<file path="src/rtl/axis_user_check.sv">
// axis_user_check: checks consecutive tuser sequence numbers and forwards tdata through one register stage
module axis_user_check #(
  parameter int DATA_WIDTH  = 8,
  parameter int USER_WIDTH  = 8,
  parameter int ERROR_WIDTH = 16,
  parameter bit RESYNC      = 1'b1
) (
  input  logic                   clock,
  input  logic                   resetn,
  input  logic                   clear,
  input  logic [DATA_WIDTH-1:0]  s_tdata,
  input  logic [USER_WIDTH-1:0]  s_tuser,
  input  logic                   s_tvalid,
  output logic                   s_tready,
  output logic [DATA_WIDTH-1:0]  m_tdata,
  output logic                   m_tvalid,
  input  logic                   m_tready,
  output logic [USER_WIDTH-1:0]  expected,
  output logic [ERROR_WIDTH-1:0] error_count,
  output logic                   error_flag
);
  logic                   acc, mis, flag_nxt;
  logic [USER_WIDTH-1:0]  exp_base, exp_nxt;
  logic [ERROR_WIDTH-1:0] cnt_base, cnt_nxt;
  assign s_tready = !m_tvalid || m_tready;
  // clear reloads the checker state before the concurrent beat is evaluated
  always_comb begin
    acc      = s_tvalid && s_tready;
    exp_base = clear ? '0 : expected;
    cnt_base = clear ? '0 : error_count;
    mis      = acc && (s_tuser != exp_base);
    exp_nxt  = !acc ? exp_base : (RESYNC && mis) ? s_tuser + USER_WIDTH'(1) : exp_base + USER_WIDTH'(1);
    cnt_nxt  = (mis && !(&cnt_base)) ? cnt_base + ERROR_WIDTH'(1) : cnt_base;
    flag_nxt = (!clear && error_flag) || mis;
  end
  always_ff @(posedge clock or negedge resetn) begin
    if (!resetn) begin
      m_tdata     <= '0;
      m_tvalid    <= 1'b0;
      expected    <= '0;
      error_count <= '0;
      error_flag  <= 1'b0;
    end else begin
      if (acc) begin
        m_tdata  <= s_tdata;
        m_tvalid <= 1'b1;
      end else if (m_tready) m_tvalid <= 1'b0;
      expected    <= exp_nxt;
      error_count <= cnt_nxt;
      error_flag  <= flag_nxt;
    end
  end
endmodule

</file>
<file path="config.mk">
export PLATFORM = sky130hd
export DESIGN_NAME = axis_user_check
export DESIGN_NICKNAME = d
export VERILOG_FILES = /design/src/rtl/axis_user_check.sv
export SDC_FILE = /design/constraint.sdc
export NUM_CORES = 1
export LEC_CHECK = 0
export BUFFER_PORTS_ARGS = -buffer_cell sky130_fd_sc_hd__buf_2
export CORE_ASPECT_RATIO = 0.8
export CORE_MARGIN = 5
export CORE_UTILIZATION = 53
export CTS_CLUSTER_SIZE = 40
export DETAILED_ROUTE_END_ITERATION = 8
export PLACE_DENSITY = 0.83
export SLEW_MARGIN = 20
export SYNTH_ARGS = -nofsm -noshare
export SYNTH_HDL_FRONTEND = slang
export SYNTH_SLANG_ARGS = --single-unit
</file>
<file path="constraint.sdc">
create_clock -name clock -period 3.3 [get_ports clock]
set_input_delay 0.33 -clock clock [delete_from_list [all_inputs] [get_ports clock]]
set_output_delay 0.33 -clock clock [all_outputs]
set_load 0.05 [all_outputs]
</file>
== Yosys cells after proc, flatten, opt, wreduce, memory -nomap -nowiden ==
Index checks and enable logic that the tools add are counted.

* Add/subtract/negate cells: 3
* Eq/ne operators: 1
* Mux-type cells: 7
* Reductions and logical operators: 11

{| class="wikitable"
|+ Operators by type and width
! kind !! number
|-
| $mux 16 || 2
|-
| $mux 8 || 3
|-
| $add 16x1->16 const B || 1
|-
| $add 8x1->8 const B || 2
|-
| $reduce_and 16->1 || 1
|-
| $ne 8x8->1 || 1
|-
| $logic_and 1x1->1 || 4
|-
| $logic_not 1->1 || 3
|-
| $logic_or 1x1->1 || 2
|-
| $mux 1 || 2
|-
| $reduce_bool 2->1 || 1
|}

* Bits in registers: 34
* Input bits: 21
* Output and inout bits: 35
* Logic and storage cells: 27

== Depth between registers and ports, before layout ==
Gate-level depths: netlist (run 1).

* Word-level depth: 6
* Mapped depth: 12
* Mapped depth without buffers: 10

== Worst setup path after synthesis (run 1) ==
No wires, ideal clock.

* Path type: register to register
* From: register expected[3]
* To: register expected[6]
* Setup time: 0.143 ns
* Data arrival time: 2.946 ns
* Required time: 3.157 ns
* Path slack: 0.211 ns
* Stages on the path, launching flop included: 12
* Path buffers: 2
* Period minus slack after synthesis: 3.089 ns
* Cell sequence: dfrtp_1 > buf_6 > or4_1 > a32o_2 > o21ai_4 > buf_6 > mux2_2 > ha_1 > nand4_1 > or3_1 > mux2i_1 > a22oi_1

* Longest elaborated chain between the ends: 5
* Elaborated cells between the ends (all ways): 6
* Classes of those cells: add/sub (1); eq/ne (1); mux (3); reduce/logical (1)

{| class="wikitable"
|+ RTL lines
! what !! RTL line !! source
|-
| start: declaration || 18 || <nowiki>output logic [USER_WIDTH-1:0] expected,</nowiki>
|-
| start signal: assignment || 48 || <nowiki>expected <= exp_nxt;</nowiki>
|-
| $mux 8 * || 29 || <nowiki>exp_base = clear ? '0 : expected;</nowiki>
|-
| parallel branches: the longest is 2 deep, another holds $add 8x1->8 || -- ||
|-
| $mux 8 * (2 in series) || 32 || <nowiki>exp_nxt = !acc ? exp_base : (RESYNC && mis) ? s_tuser + USER_WIDTH'(1) : exp_base + USER_WIDTH'(1);</nowiki>
|-
| via exp_nxt[6] || 23 || <nowiki>logic [USER_WIDTH-1:0] exp_base, exp_nxt;</nowiki>
|}

Mark *: on every way through the listed nets, which the timed path passes.
A chain may end at the register's enable or synchronous reset.

== Worst setup path after layout (run 1) ==
Ends and elaborated chain as after synthesis.

==> reports/qor.yml, run 1 <==
timing.rr.end: "expected[6]"
r2r-start: "expected[3]"
slowest_delay_ns: 0.53
drv_cap: 0
post-route-util_pct: 67.6
cts_setup_buffers: 0
first_pass_iters: 4
synth_compound_area_share_pct: 11.5
cts_max_level: 2
clockRootBuffer: "clkbuf_8"
r2r_slack_ns: 0.52
fin_crit_sh_pct: 84.2
syn-cell-area_mm2: 0.00218
fin_worst_skew_ns: 0.00438
die_x_um: 81.7
clockBufferDepth: 2
async_flop_share_pct: 100
ys_types: 44
cp_slowest_cell: "or4_1"
synth-edff-count: 0
grt_antenna_before_repair: 0
ys_top_cells_by_count: "nand2_1, dfrtp_1, nor2_1"
pin_count: 56
ys_seq_area_share_pct: 39.0
outcome: "complete, no violations"
routed_wirelength_mm: 5.11
worst_setup_path_end_kind: "flip-flop"
start_util_pct: 56.3
die_y_um: 67.4
finalHoldViolations: 0
crit_fanout: 10
fmax_mhz: 360
cts_tree: "yes"
setup_slack_ns: 0.521
grt_remaining_overflow: 0
routabilityCongestion: 0.810
peakVddDrop_mv: 0.308
drc: 0
yosysMostFrequentCell: "nand2_1"
antenna_cells: 0
synth_top_family_by_area: "simple AND/OR/NAND/NOR gates"
port_buffers: 55
routedWlPerCell_um: 14.2
drt_iter0_markers: 240
reg2reg_depth: 9
clock_latency_ns: 0.29
synth_cells: 249
hp-class: "in2async"
synthXorXnorAreaFrac_pct: 5.62
grt_max_degree: 35
fin_crit_ns: 2.78
synthToLayoutAreaGrowth_pct: 20.2
p_leak_uw: 0.00120
cts_resized: 0
synth_simple_gate_area_share_pct: 33.0
power_density_mw_per_mm2: 465
syn_nets: 272
path_cells: "or4_1 > a32o_2 > o21ai_4 > mux2_2 > ha_1 > nand3_1 > xnor2_1 > mux2i_1 > a22oi_1"
cp.required_ns: 3.51
grt_pass1_wl_mm: 8.81
grt_pass1_vias: 1833
arrival_ns: 2.98
synth.area.top_cells: "dfrtp_1, nand2_1, nor2_1, xnor2_1, nand2b_1"
ys_ff_latch: 34
synth_warnings: 0
rsz0062_at_grt: "no"
finalNetCount: 326
worstSetupPathType: "reg2reg"
setup_viol: 0
yosys-mux-area-fraction_pct: 6.02
ant_nets: 0
coreArea_mm2: 0.00388
yosysTopAreaCell: "dfrtp_1"
dp_worst_setup_slack_ns: 0.482
synth.avg_cell_area_um2: 8.76
vias: 2026
slew_headroom_pct: 49.8
cts_buffers: 5
rows: 20
start_kind: "flip-flop"
ctsHoldBuffers: 0
synth_top_area_share_pct: 39.0
clock_sinks: 34
grtUsageTotal_pct: 20.7
synthAdderAreaFrac_pct: 1.15
post_route_cells_drive_above_1_share_pct: 26.3
clk_pin_slew_ns: 0.07
maxSlewViolCount: 0
viasPerCell: 5.64
tightest_slew_ns: 0.753
synth_top_flop_cell: "dfrtp_1"
dp_hpwl_mm: 3.73
die-area_mm2: 0.00551
finalSetupTns_ns: 0
cell usage in the layout (no fill, tap or decap), types with 2 or more instances in the layout:
cell       Yosys  layout
nand4bb_1      2       2
xor2_1         4       4
buf_2          3      55
and3_1         5       5
nand3_1       13      13
bufinv_16      0       2
nor4_1         4       4
nor2_1        24      24
a21oi_1        8       8
buf_4          0       4
o21ai_0       12      12
nand3b_1       4       4
inv_1          3       3
and2_1         2       2
ha_1           2       2
o31ai_1        4       4
a22oi_1        2       2
nand2_1       41      41
mux2i_1        3       3
o22a_1         2       2
a2bb2oi_1      2       2
nand4b_1       3       3
dfrtp_1       34      34
or4_1          7       7
xnor2_1       10      10
nand4_1        3       3
clkbuf_8       0       5
nand2b_1      11      11
mux2_4         3       3
mux2_2         5       5
nor2b_1        8       8
or3_1          3       3
cells by family after synthesis:
family,count (synthesis)
AO/OA/AOI/OAI,37
adder cells (fa/ha/maj),2
multiplexers,11
flip-flops,34
buffers and inverters,15
AND/OR/NAND/NOR,136
XOR/XNOR,14
worst max-delay path, delay by kind of cell (launching register included):
kind | cells | cell delay (ns)
xor+xnor | 1 | 0.12
simple gates | 2 | 0.66
compound gates | 3 | 0.71
mux | 2 | 0.45
flops | 1 | 0.48
fa+ha+maj | 1 | 0.27
sequential cells by signal, indices dropped and copies added, names as in the netlist:
register / flops
error_count: 16
expected: 8
m_tdata: 8
error_flag: 1
m_tvalid: 1
metal layers:
layer | wire length (um) | GRT usage, % | vias to the layer above
met5 | 0 | 0 | -
met4 | 55 | 5.39 | 0
met3 | 399 | 4.93 | 7
met2 | 2220 | 31.0 | 74
met1 | 2440 | 30.0 | 960
li1 | - | - | 985
report_power, final:
part	leakage (uW)	switching (uW)	total (uW)	internal [uW]
sequential	0.000443	32.5	478	446
combinational	0.000687	198	279	81.0
clock	0.0000683	161	463	303
total	0.00120	391	1220	829
worst max-delay path by stage:
stage                      startpoint          end  slack (ns)  cells past startpoint
final                     expected[3]  expected[6]        0.52                      9
after floorplan           expected[3]  expected[6]        0.21                     11
after CTS                 expected[3]  expected[6]        0.51                      9
after global placement          clear  expected[6]        0.55                     10
after global routing      expected[3]  expected[6]        0.38                      9
after detailed placement        clear  expected[6]        0.48                     10
per-stage QoR:
stage,cells,cell area (um^2),power [uW],hold WS (ns)
2_1_floorplan,249,2180,686,0.0344
3_3_place_gp,351,2480,761,0.445
3_5_place_dp,351,2480,766,0.446
4_1_cts,359,2620,1230,0.133
5_1_grt,359,2620,1270,0.176
6_report,359,2620,1220,0.103
final cells by class:
type                       instances  area (um^2)
multi-input combinational        200         1250
sequential                        34          851
inverter                           3         11.3
clock buffer                       5         68.8
timing repair buffer              59          305
clock inverter                     3         68.8
fill                             332         1260
tap                               55         68.8
No activity file was read; power rests on OpenSTA's default activity.
==> inputs of run 2 (changes only) <==
Settings changed: CORE_UTILIZATION 53 to 48, PLACE_DENSITY 0.83 to 0.79.
Clock period 3.3 ns to 2.4 ns, I/O delays scaled along.
==> reports/qor.yml, run 2 (synthesis results as in run 1) <==
r2r-start: "expected[3]"
arrival_ns: 2.70
clockRootBuffer: "clkbuf_8"
post_route_cells_drive_above_1_share_pct: 33.6
fin_crit_sh_pct: 106
cts_max_level: 2
sequentialPowerShare_pct: 42.7
place_area_mm2: 0.00272
p_switching_uw: 530
antenna_cells: 0
slew_headroom_pct: 48.8
start_kind: "flip-flop"
reg2reg_depth: 8
layout.cells.most_common: "buf_2"
clk_pin_slew_ns: 0.07
finalHoldViolations: 0
drc: 0
clock_sinks: 34
die_y_um: 70.3
path_buf_inv: 1
synthToLayoutAreaGrowth_pct: 29.2
drv_cap: 0
setup_slack_ns: -0.148
start_util_pct: 48.6
cp_slowest_cell: "or4_1"
drt_iter0_markers: 156
clock_latency_ns: 0.28
r2r_slack_ns: -0.15
slowest_delay_ns: 0.50
routabilityCongestion: 0.924
port_buffers: 55
final_cell_mix: "buf_2, nand2_1, buf_4, dfrtp_1, nor2_1"
ctsHoldBuffers: 0
die_x_um: 85.4
vias: 2146
final_area_mm2: 0.00282
viasPerCell: 5.46
grt_antenna_before_repair: 0
largest_reg_flops: 16
clockBufferDepth: 2
fin_worst_skew_ns: 0.00633
violations: "setup timing"
finalNetCount: 355
grt_pass1_vias: 2041
power_density_mw_per_mm2: 534
worstSetupPathType: "reg2reg"
clkPwrFrac_pct: 26.7
tightest_slew_ns: 0.767
worst_path_dominant_cell_family: "compound AO/OA/AOI/OAI gates"
rows: 22
rsz0062_at_grt: "yes"
grt_max_degree: 35
coreArea_mm2: 0.00449
first_pass_iters: 4
netSwitchingFraction_pct: 35.2
grt_remaining_overflow: 0
routedWlPerCell_um: 14.7
maxSlewViolCount: 0
fmax_mhz: 393
p_comb_share_pct: 30.6
timing.rr.end: "expected[2]"
reg_top3: "error_count: 16 flops, expected: 8 flops, m_tdata: 8 flops"
regMostFlops: "error_count"
hp-class: "in2async"
whs_ns: 0.0358
outcome: "finished with violations"
internal-power_uw: 976
die-area_mm2: 0.00600
setup_viol: 3
p_leak_uw: 0.00132
crit_fanout: 4
finalSetupTns_ns: -0.332
grt_pass1_wl_mm: 9.79
routed_wirelength_mm: 5.79
pin_count: 56
path_cells: "or4_1 > a32o_2 > o21ai_4 > mux2_4 > ha_4 > buf_4 > o21ai_0 > a2bb2oi_1"
peakVddDrop_mv: 0.259
cp.required_ns: 2.55
ant_nets: 0
dp_hpwl_mm: 4.32
cts_tree: "yes"
fin_crit_ns: 2.55
grtUsageTotal_pct: 19.8
cts_buffers: 5
worst_setup_path_end_kind: "flip-flop"
## run 2: power groups by stage
stage               clock, uW  sequential, uW  combinational (uW)
CTS                       407             642                 460
global route              435             648                 495
global placement            0             650                 449
detailed placement          0             653                 456
floorplan                   0             802                 147
finish                    402             643                 461
## run 2: how the worst max path moves through the flow
stage / from / slack [ns] / end / depth (start not counted)
after floorplan: expected[3] / -0.49 / expected[6] / 11
after global placement: clear / -0.08 / expected[6] / 10
after detailed placement: s_tuser[0] / -0.14 / expected[6] / 10
after CTS: expected[3] / -0.11 / expected[6] / 9
after global routing: expected[0] / -0.20 / expected[6] / 9
final: expected[3] / -0.15 / expected[2] / 8
## run 2: per-layer routing
metal | up-vias | global-route usage (%) | share of wire [%]
met5 | - | 0 | 0
met4 | 0 | 6.33 | 1.5
met3 | 10 | 3.89 | 5.2
met2 | 59 | 30.9 | 48
met1 | 1030 | 27.4 | 46
li1 | 1047 | - | -
## run 2: cell type report
| class | instances | area [um^2] |
|---|---|---|
| inverter | 3 | 11.3 |
| tap | 60 | 75.1 |
| fill | 408 | 1670 |
| clock buffer | 8 | 80.1 |
| multi-input combinational | 200 | 1280 |
| sequential | 34 | 853 |
| timing repair buffer | 88 | 523 |
## run 2: metrics by stage
stage / cells / utilization (%) / setup slack (ns) / total power (uW)
2_1_floorplan: 249 / - / -0.494 / 949
3_3_place_gp: 383 / 60.5 / -0.0791 / 1100
3_5_place_dp: 383 / 60.5 / -0.137 / 1110
4_1_cts: 392 / 62.6 / -0.107 / 1510
5_1_grt: 393 / 62.8 / -0.204 / 1580
6_report: 393 / 62.8 / -0.148 / 1510
## run 2: what timing repair did
action                     4_1_cts  5_1_grt
pin swaps                        9        3
gates resized for setup          3        1
setup endpoints to repair        3        4
buffers inserted                 1        1
## run 2: worst reg2reg max path: cells and delay by family, from the launching register on
family / cells / cell delay (ns)
AO/OA/AOI/OAI: 4 / 0.86
adder cells (fa/ha/maj): 1 / 0.17
multiplexers: 1 / 0.34
flip-flops: 1 / 0.40
buffers and inverters: 1 / 0.14
AND/OR/NAND/NOR: 1 / 0.50
==> inputs of run 3 (changes only) <==
Settings changed: CORE_UTILIZATION 48 to 53, PLACE_DENSITY 0.79 to 0.83.
Clock period 2.4 ns to 2.65 ns, I/O delays scaled along.
==> reports/qor.yml, run 3 (synthesis results as in run 1) <==
synthToLayoutAreaGrowth_pct: 25.8
tightest_slew_ns: 0.761
clockRootBuffer: "clkbuf_8"
layout.cells.most_common: "buf_2"
regMostFlops: "error_count"
path_buf_inv: 0
vias: 2086
outcome: "complete, no violations"
cts_max_level: 2
routabilityCongestion: 0.893
clock_sinks: 34
worst_path_dominant_cell_family: "simple AND/OR/NAND/NOR gates"
final_area_mm2: 0.00275
grt_pass1_vias: 2017
worst_setup_path_end_kind: "flip-flop"
power_density_mw_per_mm2: 536
ant_nets: 0
path_cells: "or4_1 > a32o_2 > o21ai_4 > mux2_4 > ha_4 > nand4_1 > or3_1 > mux2i_1 > a22oi_1"
instances_no_fill: 373
slew_headroom_pct: 49.3
clock_latency_ns: 0.29
fin_crit_ns: 2.56
grt_remaining_overflow: 0
setup_viol: 0
die_x_um: 81.7
final_cell_mix: "buf_2, nand2_1, dfrtp_1, nor2_1, buf_4"
pin_count: 56
dp.cells: 363
grtUsageTotal_pct: 21.3
port_buffers: 55
first_pass_iters: 4
rows: 20
antenna_cells: 0
drt_iter0_markers: 177
largest_reg_flops: 16
maxSlewViolCount: 0
cts_buffers: 5
coreArea_mm2: 0.00388
die_y_um: 67.4
clockBufferDepth: 2
routed_wirelength_mm: 5.41
grt_antenna_before_repair: 0
fin_crit_sh_pct: 96.8
viasPerCell: 5.59
crit_fanout: 7
finalSetupTns_ns: 0
worstSetupPathType: "reg2reg"
start_util_pct: 56.3
hp-class: "in2async"
finalHoldViolations: 0
place_area_mm2: 0.00261
cp_slowest_cell: "or4_1"
grt_pass1_wl_mm: 9.11
p_leak_uw: 0.00126
die-area_mm2: 0.00551
ctsHoldBuffers: 0
grt_max_degree: 35
finalNetCount: 340
arrival_ns: 2.73
fin_worst_skew_ns: 0.00418
dp_hpwl_mm: 4.01
cts_tree: "yes"
routedWlPerCell_um: 14.5
post_route_cells_drive_above_1_share_pct: 30.8
fmax_mhz: 390
cp.required_ns: 2.81
reg_top3: "error_count: 16 flops, expected: 8 flops, m_tdata: 8 flops"
drc: 0
start_kind: "flip-flop"
peakVddDrop_mv: 0.355
drv_cap: 0
slowest_delay_ns: 0.50
clk_pin_slew_ns: 0.07
rsz0062_at_grt: "yes"
-- run 3: cell type report --
class	count	area, um^2
Fill cell	322	1130
Clock buffer	7	86.3
Tap cell	55	68.8
Inverter	3	11.3
Clock inverter	1	30.0
Multi-Input combinational cell	200	1270
Timing Repair Buffer	73	423
Sequential cell	34	855
-- run 3: worst paths after layout --
path | startpoint | to | slack (ns) | cells after the start
hold / removal | resetn | m_tdata[5] | 0.04 | 1
setup reg to reg | expected[3] | expected[6] | 0.09 | 9
max in group asynchronous | resetn | expected[7] | 2.08 | 1
min in group clock | s_tdata[2] | m_tdata[2] | 0.16 | 3
hold reg to reg | error_count[9] | error_count[9] | 0.47 | 1
setup / recovery | expected[3] | expected[6] | 0.09 | 9
-- run 3: routing by layer --
layer / part of all wire (%) / wire length (um) / GRT usage, %
met5: 0 / 0 / 0
met4: 1.6 / 84 / 7.05
met3: 6.2 / 335 / 4.27
met2: 45 / 2440 / 33.5
met1: 47 / 2560 / 29.6
-- run 3: report_power, final --
part           internal, uW  switching, uW
Sequential              556           29.6
Combinational           123            266
Clock                   307            189
-- run 3: worst reg2reg max path: stages (launching register included) --
cell and delay [ns]:
dfrtp_2 0.40, or4_1 0.50, a32o_2 0.32, o21ai_4 0.22, mux2_4 0.20, ha_4 0.16
nand4_1 0.11, or3_1 0.32, mux2i_1 0.13, a22oi_1 0.10
-- run 3: what timing repair did --
action / CTS / global route
setup buffers: 0 / 2
resized for setup: 0 / 2
setup endpoints to repair: 0 / 2
-- run 3: metrics by stage --
stage / power, uW / hold WS [ns] / util, % / setup slack (ns)
5_1_grt: 1540 / 0.112 / 70.8 / -0.0227
2_1_floorplan: 860 / -0.0306 / - / -0.244
3_3_place_gp: 973 / 0.378 / 67.3 / 0.118
3_5_place_dp: 981 / 0.383 / 67.3 / 0.0516
6_report: 1470 / 0.0444 / 70.8 / 0.0855
4_1_cts: 1480 / 0.0741 / 70.3 / 0.0662
